[config.mk]
export PLATFORM = sky130hd
export DESIGN_NAME = alu_decode_stage
export DESIGN_NICKNAME = d
export VERILOG_FILES = /design/src/rtl/alu_decode_stage.sv
export SDC_FILE = /design/constraint.sdc
export NUM_CORES = 1
export LEC_CHECK = 0
export CAP_MARGIN = 20
export CORE_MARGIN = 2
export CORE_UTILIZATION = 35
export CTS_CLUSTER_DIAMETER = 100
export CTS_CLUSTER_SIZE = 25
export DETAILED_ROUTE_END_ITERATION = 6
export GPL_TIMING_DRIVEN = 0
export HOLD_SLACK_MARGIN = 0.05
export PLACE_DENSITY_LB_ADDON = 0.25
export SLEW_MARGIN = 25
export SYNTH_ARGS = -nofsm -noshare
export SYNTH_HDL_FRONTEND = slang
export SYNTH_SLANG_ARGS = --single-unit
export TNS_END_PERCENT = 30
[constraint.sdc]
create_clock -name clk -period 2 [get_ports clk]
set_input_delay 0.3 -clock clk [delete_from_list [all_inputs] [get_ports clk]]
set_output_delay 0.3 -clock clk [all_outputs]
set_load 0.02 [all_outputs]
[src/rtl/alu_decode_stage.sv]
// RV32I decode stage: turns an instruction into ALU operands/op code behind a valid/ready handshake.
// Define ALU_DECODE_SKID_EN for a two-entry skid buffer with registered InReady.
module alu_decode_stage #(
    parameter int unsigned DATA_WIDTH    = 32,
    parameter int unsigned OPCODE_LENGTH = 4
) (
    input  logic                     clk,
    input  logic                     rst_n,
    input  logic                     InValid,
    output logic                     InReady,
    input  logic [31:0]              Instr,
    input  logic [DATA_WIDTH-1:0]    PC,
    input  logic [DATA_WIDTH-1:0]    RegA,
    input  logic [DATA_WIDTH-1:0]    RegB,
    output logic                     OutValid,
    input  logic                     OutReady,
    output logic [DATA_WIDTH-1:0]    SrcA,
    output logic [DATA_WIDTH-1:0]    SrcB,
    output logic [OPCODE_LENGTH-1:0] Operation,
    output logic                     BranchInvert,
    output logic                     IllegalInstr
);

    localparam logic [3:0] OpAnd  = 4'b0000;
    localparam logic [3:0] OpOr   = 4'b0001;
    localparam logic [3:0] OpAdd  = 4'b0010;
    localparam logic [3:0] OpXor  = 4'b0011;
    localparam logic [3:0] OpSll  = 4'b0100;
    localparam logic [3:0] OpSrl  = 4'b0101;
    localparam logic [3:0] OpSub  = 4'b0110;
    localparam logic [3:0] OpSra  = 4'b0111;
    localparam logic [3:0] OpBeq  = 4'b1000;
    localparam logic [3:0] OpBne  = 4'b1001;
    localparam logic [3:0] OpJump = 4'b1010;
    localparam logic [3:0] OpIll  = 4'b1011;
    localparam logic [3:0] OpSlt  = 4'b1100;
    localparam logic [3:0] OpSltu = 4'b1110;

    localparam logic [6:0] OpcOp     = 7'b0110011;
    localparam logic [6:0] OpcOpImm  = 7'b0010011;
    localparam logic [6:0] OpcBranch = 7'b1100011;
    localparam logic [6:0] OpcLoad   = 7'b0000011;
    localparam logic [6:0] OpcStore  = 7'b0100011;
    localparam logic [6:0] OpcLui    = 7'b0110111;
    localparam logic [6:0] OpcAuipc  = 7'b0010111;
    localparam logic [6:0] OpcJal    = 7'b1101111;
    localparam logic [6:0] OpcJalr   = 7'b1100111;

    localparam logic [6:0] F7Zero = 7'b0000000;
    localparam logic [6:0] F7Alt  = 7'b0100000;

    typedef struct packed {
        logic [DATA_WIDTH-1:0] srca;
        logic [DATA_WIDTH-1:0] srcb;
        logic [3:0]            op;
        logic                  binv;
        logic                  ill;
    } entry_t;

    logic [6:0]            opcode;
    logic [2:0]            funct3;
    logic [6:0]            funct7;
    logic                  is_r;
    logic [DATA_WIDTH-1:0] imm_i;
    logic [DATA_WIDTH-1:0] imm_s;
    logic [DATA_WIDTH-1:0] imm_u;
    logic [3:0]            alu_op;
    logic                  alu_ok;
    logic                  illegal;
    entry_t                dec;

    assign opcode = Instr[6:0];
    assign funct3 = Instr[14:12];
    assign funct7 = Instr[31:25];
    assign is_r   = (opcode == OpcOp);
    assign imm_i  = DATA_WIDTH'($signed(Instr[31:20]));
    assign imm_s  = DATA_WIDTH'($signed({Instr[31:25], Instr[11:7]}));
    assign imm_u  = DATA_WIDTH'($signed({Instr[31:12], 12'b0}));

    // Shared R/I arithmetic decode; funct7 only matters for R-type except on shifts.
    always_comb begin
        alu_op = OpAdd;
        alu_ok = 1'b1;
        unique case (funct3)
            3'b000: begin
                alu_op = (is_r && funct7 == F7Alt) ? OpSub : OpAdd;
                alu_ok = !is_r || funct7 == F7Zero || funct7 == F7Alt;
            end
            3'b001: begin
                alu_op = OpSll;
                alu_ok = (funct7 == F7Zero);
            end
            3'b010: begin
                alu_op = OpSlt;
                alu_ok = !is_r || funct7 == F7Zero;
            end
            3'b011: begin
                alu_op = OpSltu;
                alu_ok = !is_r || funct7 == F7Zero;
            end
            3'b100: begin
                alu_op = OpXor;
                alu_ok = !is_r || funct7 == F7Zero;
            end
            3'b101: begin
                alu_op = Instr[30] ? OpSra : OpSrl;
                alu_ok = (funct7 == F7Zero) || (funct7 == F7Alt);
            end
            3'b110: begin
                alu_op = OpOr;
                alu_ok = !is_r || funct7 == F7Zero;
            end
            3'b111: begin
                alu_op = OpAnd;
                alu_ok = !is_r || funct7 == F7Zero;
            end
        endcase
    end

    always_comb begin
        dec     = '0;
        dec.op  = OpAdd;
        illegal = 1'b0;
        case (opcode)
            OpcOp: begin
                dec.srca = RegA;
                dec.srcb = RegB;
                dec.op   = alu_op;
                illegal  = !alu_ok;
            end
            OpcOpImm: begin
                dec.srca = RegA;
                dec.srcb = imm_i;
                dec.op   = alu_op;
                illegal  = !alu_ok;
            end
            OpcBranch: begin
                dec.srca = RegA;
                dec.srcb = RegB;
                case (funct3)
                    3'b000:  dec.op = OpBeq;
                    3'b001:  dec.op = OpBne;
                    3'b100:  dec.op = OpSlt;
                    3'b101: begin
                        dec.op   = OpSlt;
                        dec.binv = 1'b1;
                    end
                    3'b110:  dec.op = OpSltu;
                    3'b111: begin
                        dec.op   = OpSltu;
                        dec.binv = 1'b1;
                    end
                    default: illegal = 1'b1;
                endcase
            end
            OpcLoad: begin
                dec.srca = RegA;
                dec.srcb = imm_i;
            end
            OpcStore: begin
                dec.srca = RegA;
                dec.srcb = imm_s;
            end
            OpcLui: begin
                dec.srcb = imm_u;
            end
            OpcAuipc: begin
                dec.srca = PC;
                dec.srcb = imm_u;
            end
            OpcJal, OpcJalr: begin
                dec.srca = PC;
                dec.srcb = DATA_WIDTH'(4);
                dec.op   = OpJump;
            end
            default: illegal = 1'b1;
        endcase
        if (illegal) begin
            dec     = '0;
            dec.op  = OpIll;
            dec.ill = 1'b1;
        end
    end

    logic   in_xfer;
    logic   out_valid_q, out_valid_d;
    entry_t out_q, out_d;

    assign in_xfer = InValid && InReady;

`ifdef ALU_DECODE_SKID_EN
    logic   skid_valid_q, skid_valid_d;
    entry_t skid_q, skid_d;
    logic   ready_q, ready_d;

    assign InReady = ready_q;

    // Output slot refills from the skid entry first so ordering is preserved.
    always_comb begin
        out_valid_d  = out_valid_q;
        out_d        = out_q;
        skid_valid_d = skid_valid_q;
        skid_d       = skid_q;
        if (!out_valid_q || OutReady) begin
            if (skid_valid_q) begin
                out_valid_d  = 1'b1;
                out_d        = skid_q;
                skid_valid_d = 1'b0;
            end else begin
                out_valid_d = in_xfer;
                if (in_xfer) out_d = dec;
            end
        end else if (in_xfer) begin
            skid_valid_d = 1'b1;
            skid_d       = dec;
        end
        ready_d = !skid_valid_d;
    end

    always_ff @(posedge clk or negedge rst_n) begin
        if (!rst_n) begin
            out_valid_q  <= 1'b0;
            out_q        <= '0;
            skid_valid_q <= 1'b0;
            skid_q       <= '0;
            ready_q      <= 1'b0;
        end else begin
            out_valid_q  <= out_valid_d;
            out_q        <= out_d;
            skid_valid_q <= skid_valid_d;
            skid_q       <= skid_d;
            ready_q      <= ready_d;
        end
    end
`else
    assign InReady = !out_valid_q || OutReady;

    always_comb begin
        out_valid_d = out_valid_q;
        out_d       = out_q;
        if (InReady) begin
            out_valid_d = in_xfer;
            if (in_xfer) out_d = dec;
        end
    end

    always_ff @(posedge clk or negedge rst_n) begin
        if (!rst_n) begin
            out_valid_q <= 1'b0;
            out_q       <= '0;
        end else begin
            out_valid_q <= out_valid_d;
            out_q       <= out_d;
        end
    end
`endif

    assign OutValid     = out_valid_q;
    assign SrcA         = out_q.srca;
    assign SrcB         = out_q.srcb;
    assign Operation    = OPCODE_LENGTH'(out_q.op);
    assign BranchInvert = out_q.binv;
    assign IllegalInstr = out_q.ill;

endmodule

==> out/metrics.csv <==
stage;metric;value;unit
power_and_ir_drop;combinational share of power;21.5;%
logic_synthesis;Synth Area in Compound Gates;30.6;%
critical_path;crit path cell chain;clkdlybuf4s50_1 > inv_1 > a21oi_1 > o221ai_1 > a32oi_2 > buf_4 > buf_6 > buf_8 > o21ai_1;
route;Post-route DRC;0;
logic_synthesis;Post-Syn Area per Cell;9.49;µm²
clock_tree;CTS Root Cell;clkbuf_8;
clock_tree;TritonCTS Buffers;9;
timing;Worst Skew;0.00787;ns
power_and_ir_drop;Max VDD drop;253;µV
clock_tree;Longest Clk Path Bufs;2;
critical_path;Crit Path Category;input port to flip-flop;
placed_design;Port Buffer Count;201;
critical_path;R2R depth;7;
run_status;outcome;finished clean;
cells_and_area;utilization after layout;61.8;%
route;DR vias/cell;5.18;
critical_path;Levels on crit path;9;
cells_and_area;Synth-to-Final Area Change;72.8;%
clock_tree;CTS tree;done;
critical_path;critical path launch point;Instr[12];
cells_and_area;ANT cells;0;
floorplanning;core area;0.00968;mm²
logic_synthesis;number of synthesized register bits;71;
power_and_ir_drop;PD cells;527;mW/mm²
clock_tree;CTS sink cnt;71;
route;routed wire length;12300;µm
power_and_ir_drop;Leak;2.39;nW
global_routing;GR Util All Layers;22.1;%
logic_synthesis;post-synthesis cell type count;41;
clock_tree;# H-tree levels;3;
timing;post-route minimum period;1.94;ns
power_and_ir_drop;clock share of power;31.3;%
global_routing;GRT overflow;0;
logic_synthesis;Mapped Area;0.00346;mm²
logic_synthesis;share of synthesized area spent on multiplexers;0;%
timing;Tcrit/Tclk final;96.8;%
critical_path;CP arrival;2.17;ns
route;drt pass-1 iters;4;
logic_synthesis;Synth Area in Adders;0;%
global_routing;vias in the first global route;3564;
clock_tree;Worst-path clk slew;0.07;ns
logic_synthesis;Syn Inst Count;365;
critical_path;startpoint types;input port;
timing;total negative setup slack;0;ns
logic_synthesis;simple-gate share of the synthesized area;12.7;%
critical_path;Reg2Reg Launch Point;OutValid;
critical_path;Crit path largest cell delay;0.65;ns
min_path;WHS Path Cells;3;
critical_path;Crit-path slowest cell;clkdlybuf4s50_1;
placed_design;Final Wtd Congestion;0.903;
power_and_ir_drop;NetSw;0.000871;W
timing;fmax;0.517;GHz
timing;Final Hold Vio Count;0;
global_routing;global-route wire length before repair;18100;µm
logic_synthesis;largest family of logic cells by synthesized area;compound AO/OA/AOI/OAI gates;
floorplanning;num ports;204;
global_routing;largest net degree at the start of global routing;42;
logic_synthesis;post-synthesis sequential area ratio;51.3;%
floorplanning;effective utilization at floorplan;35.8;%
logic_synthesis;Synth Area in XOR/XNOR;0.506;%
critical_path;Buf+Inv Stages, Crit Path;5;
route;Routed Antenna Nets;0;
critical_path;CP top delay family;buffers and inverters;
power_and_ir_drop;switching part of the total;27.6;%
power_and_ir_drop;Flop pwr share;47.3;%
critical_path;CP Max Fanout;10;
floorplanning;standard-cell rows;36;
floorplanning;die width;103;µm
floorplanning;Die H;103;µm
job;MaxCap Viol Count;0;
logic_synthesis;syn nets;497;
clock_tree;insertion delay to the later sink of the worst-skew pair;0.34;ns
placed_design;Detailed Place HPWL;9460;µm
cells_and_area;Nets;714;
global_routing;initial antenna violation count;0;
min_path;type of the tightest min-delay check;input port to flip-flop;
timing;fin. max-slew vios;0;
timing;slew margin rel.;64.9;%
cells_and_area;layout cell share with drive strength beyond 1;9.56;%
power_and_ir_drop;internal power;0.00228;W
route;initial drt markers;162;
floorplanning;die area;0.0107;mm²
route;Via Count;3725;
min_path;hold wc startpoint;Instr[25];
timing;Setup violations, final;0;
timing;Worst-Margin Slew;0.523;ns
power_and_ir_drop;Final Power;0.00315;W
critical_path;worst path required time;2.23;ns
critical_path;Worst Setup End Kind;flip-flop;
route;routed length per placed instance;17.1;µm
logic_synthesis;Synth Warn #;0;
cell usage in the layout, fill, tap and decap left out, types with 3 or more instances in the layout:
cell               n
buf_2              5
nor3_1             3
inv_1              4
buf_4              5
o22a_1             3
a21oi_1            3
nor2_1             4
clkinv_2           3
dlymetal6s2s_1     8
clkdlybuf4s50_1  189
a221oi_1          21
a22o_1             5
dfrtp_1           71
clkbuf_1           9
o21ai_0           50
nand2_1           71
nand2b_1           5
clkbuf_4           5
clkbuf_2          11
clkbuf_8           9
a22oi_1           43
o21ai_1           20
power by group through the flow:
stage          Combinational, W  Clock (W)  Sequential [W]
2_1_floorplan          0.000161          0         0.00156
3_3_place_gp           0.000636          0         0.00152
3_5_place_dp           0.000649          0         0.00152
4_1_cts                0.000670   0.000994         0.00149
5_1_grt                0.000729    0.00107         0.00149
6_report               0.000678   0.000986         0.00149
routing by layer:
layer  vias up  track usage (%)  part of all wire [%]
met3        17             3.56                   6.5
met1      1789             28.6                    41
met5         -                0                     0
li1       1789                -                     -
met2       130             37.8                    51
met4         0             7.09                   1.5
cells in the mapped netlist:
cell | number | share of area [%]
buf_6 | 2 | 0.65
nor2_2 | 1 | 0.18
nor4_1 | 1 | 0.18
inv_1 | 4 | 0.43
nand4_1 | 1 | 0.18
buf_2 | 6 | 0.87
inv_2 | 1 | 0.11
a22oi_1 | 44 | 9.5
a32oi_2 | 1 | 0.47
a21o_1 | 2 | 0.43
nor3_1 | 3 | 0.43
or3_1 | 1 | 0.18
nor4bb_1 | 1 | 0.29
clkbuf_2 | 5 | 0.72
nand2b_1 | 5 | 0.90
xnor2_1 | 1 | 0.25
nor2_1 | 4 | 0.43
nor4b_2 | 1 | 0.43
and2_1 | 2 | 0.36
and3b_1 | 1 | 0.25
xor2_1 | 1 | 0.25
nor3_2 | 1 | 0.29
a211oi_2 | 1 | 0.36
o22a_1 | 3 | 0.76
a32o_1 | 1 | 0.29
dfrtp_1 | 71 | 51
a221oi_1 | 21 | 5.3
o32ai_1 | 1 | 0.25
o21ai_0 | 50 | 7.2
clkbuf_1 | 19 | 2.1
o21ai_1 | 20 | 2.9
a41oi_1 | 1 | 0.25
nand2_1 | 72 | 7.8
a22o_1 | 5 | 1.3
o41ai_2 | 1 | 0.47
nand4bb_1 | 1 | 0.33
nand3_1 | 2 | 0.29
a21oi_1 | 4 | 0.58
o221ai_1 | 1 | 0.25
o32a_1 | 1 | 0.29
nor2b_1 | 1 | 0.18
flip-flops by register name, summed over array words and instances, names as in the netlist:
signal / cells
BranchInvert: 1
Operation: 4
SrcB: 32
SrcA: 32
OutValid: 1
IllegalInstr: 1
logic make-up after synthesis:
family | Yosys count
AOI/OAI and AO/OA | 157
and+or+nand+nor | 98
DFF | 71
buffers and inverters | 37
xor gates and xnor gates | 2
worst paths after layout:
check	to	slack [ns]
setup / recovery	SrcB[6]	0.06
hold / removal	SrcB[5]	0.41
setup reg to reg	Operation[0]	0.19
hold reg to reg	BranchInvert	0.47
max in group asynchronous	SrcB[11]	1.01
min in group asynchronous	SrcB[14]	0.42
worst min-delay path, delay by kind of cell:
family,cells,cell delay [ns]
AOI/OAI and AO/OA,2,0.23
buffers and inverters,1,0.19
area by class of cell:
class	instances	area [µm²]
Fill cell	835	3700
Timing Repair Buffer	207	2090
Sequential cell	71	1780
Multi-Input combinational cell	257	1600
Buffer	31	181
Tap cell	133	166
Clock buffer	11	131
Clock inverter	4	23.8
Inverter	5	18.8
through the flow:
| step | cell area (µm²) | cells | setup WS [ns] | hold slack, ns |
|---|---|---|---|---|
| after global routing | 5990 | 719 | -0.0164 | 0.452 |
| after global placement | 5640 | 699 | -1.75 | 0.455 |
| after detailed placement | 5660 | 700 | -0.709 | 0.264 |
| after CTS | 5910 | 719 | -0.0679 | 0.438 |
| final | 5990 | 719 | 0.0644 | 0.414 |
| after floorplan | 3460 | 365 | 0.141 | 0.00441 |
timing repair:
item / CTS / global route
hold buffers: 1 / 0
hold endpoints to repair: 30 / 0
resized for setup: 22 / 26
pin swaps: 2 / 4
buffers inserted: 3 / 1
setup endpoints to repair: 69 / 69
Power figures use the tool's default switching activity.
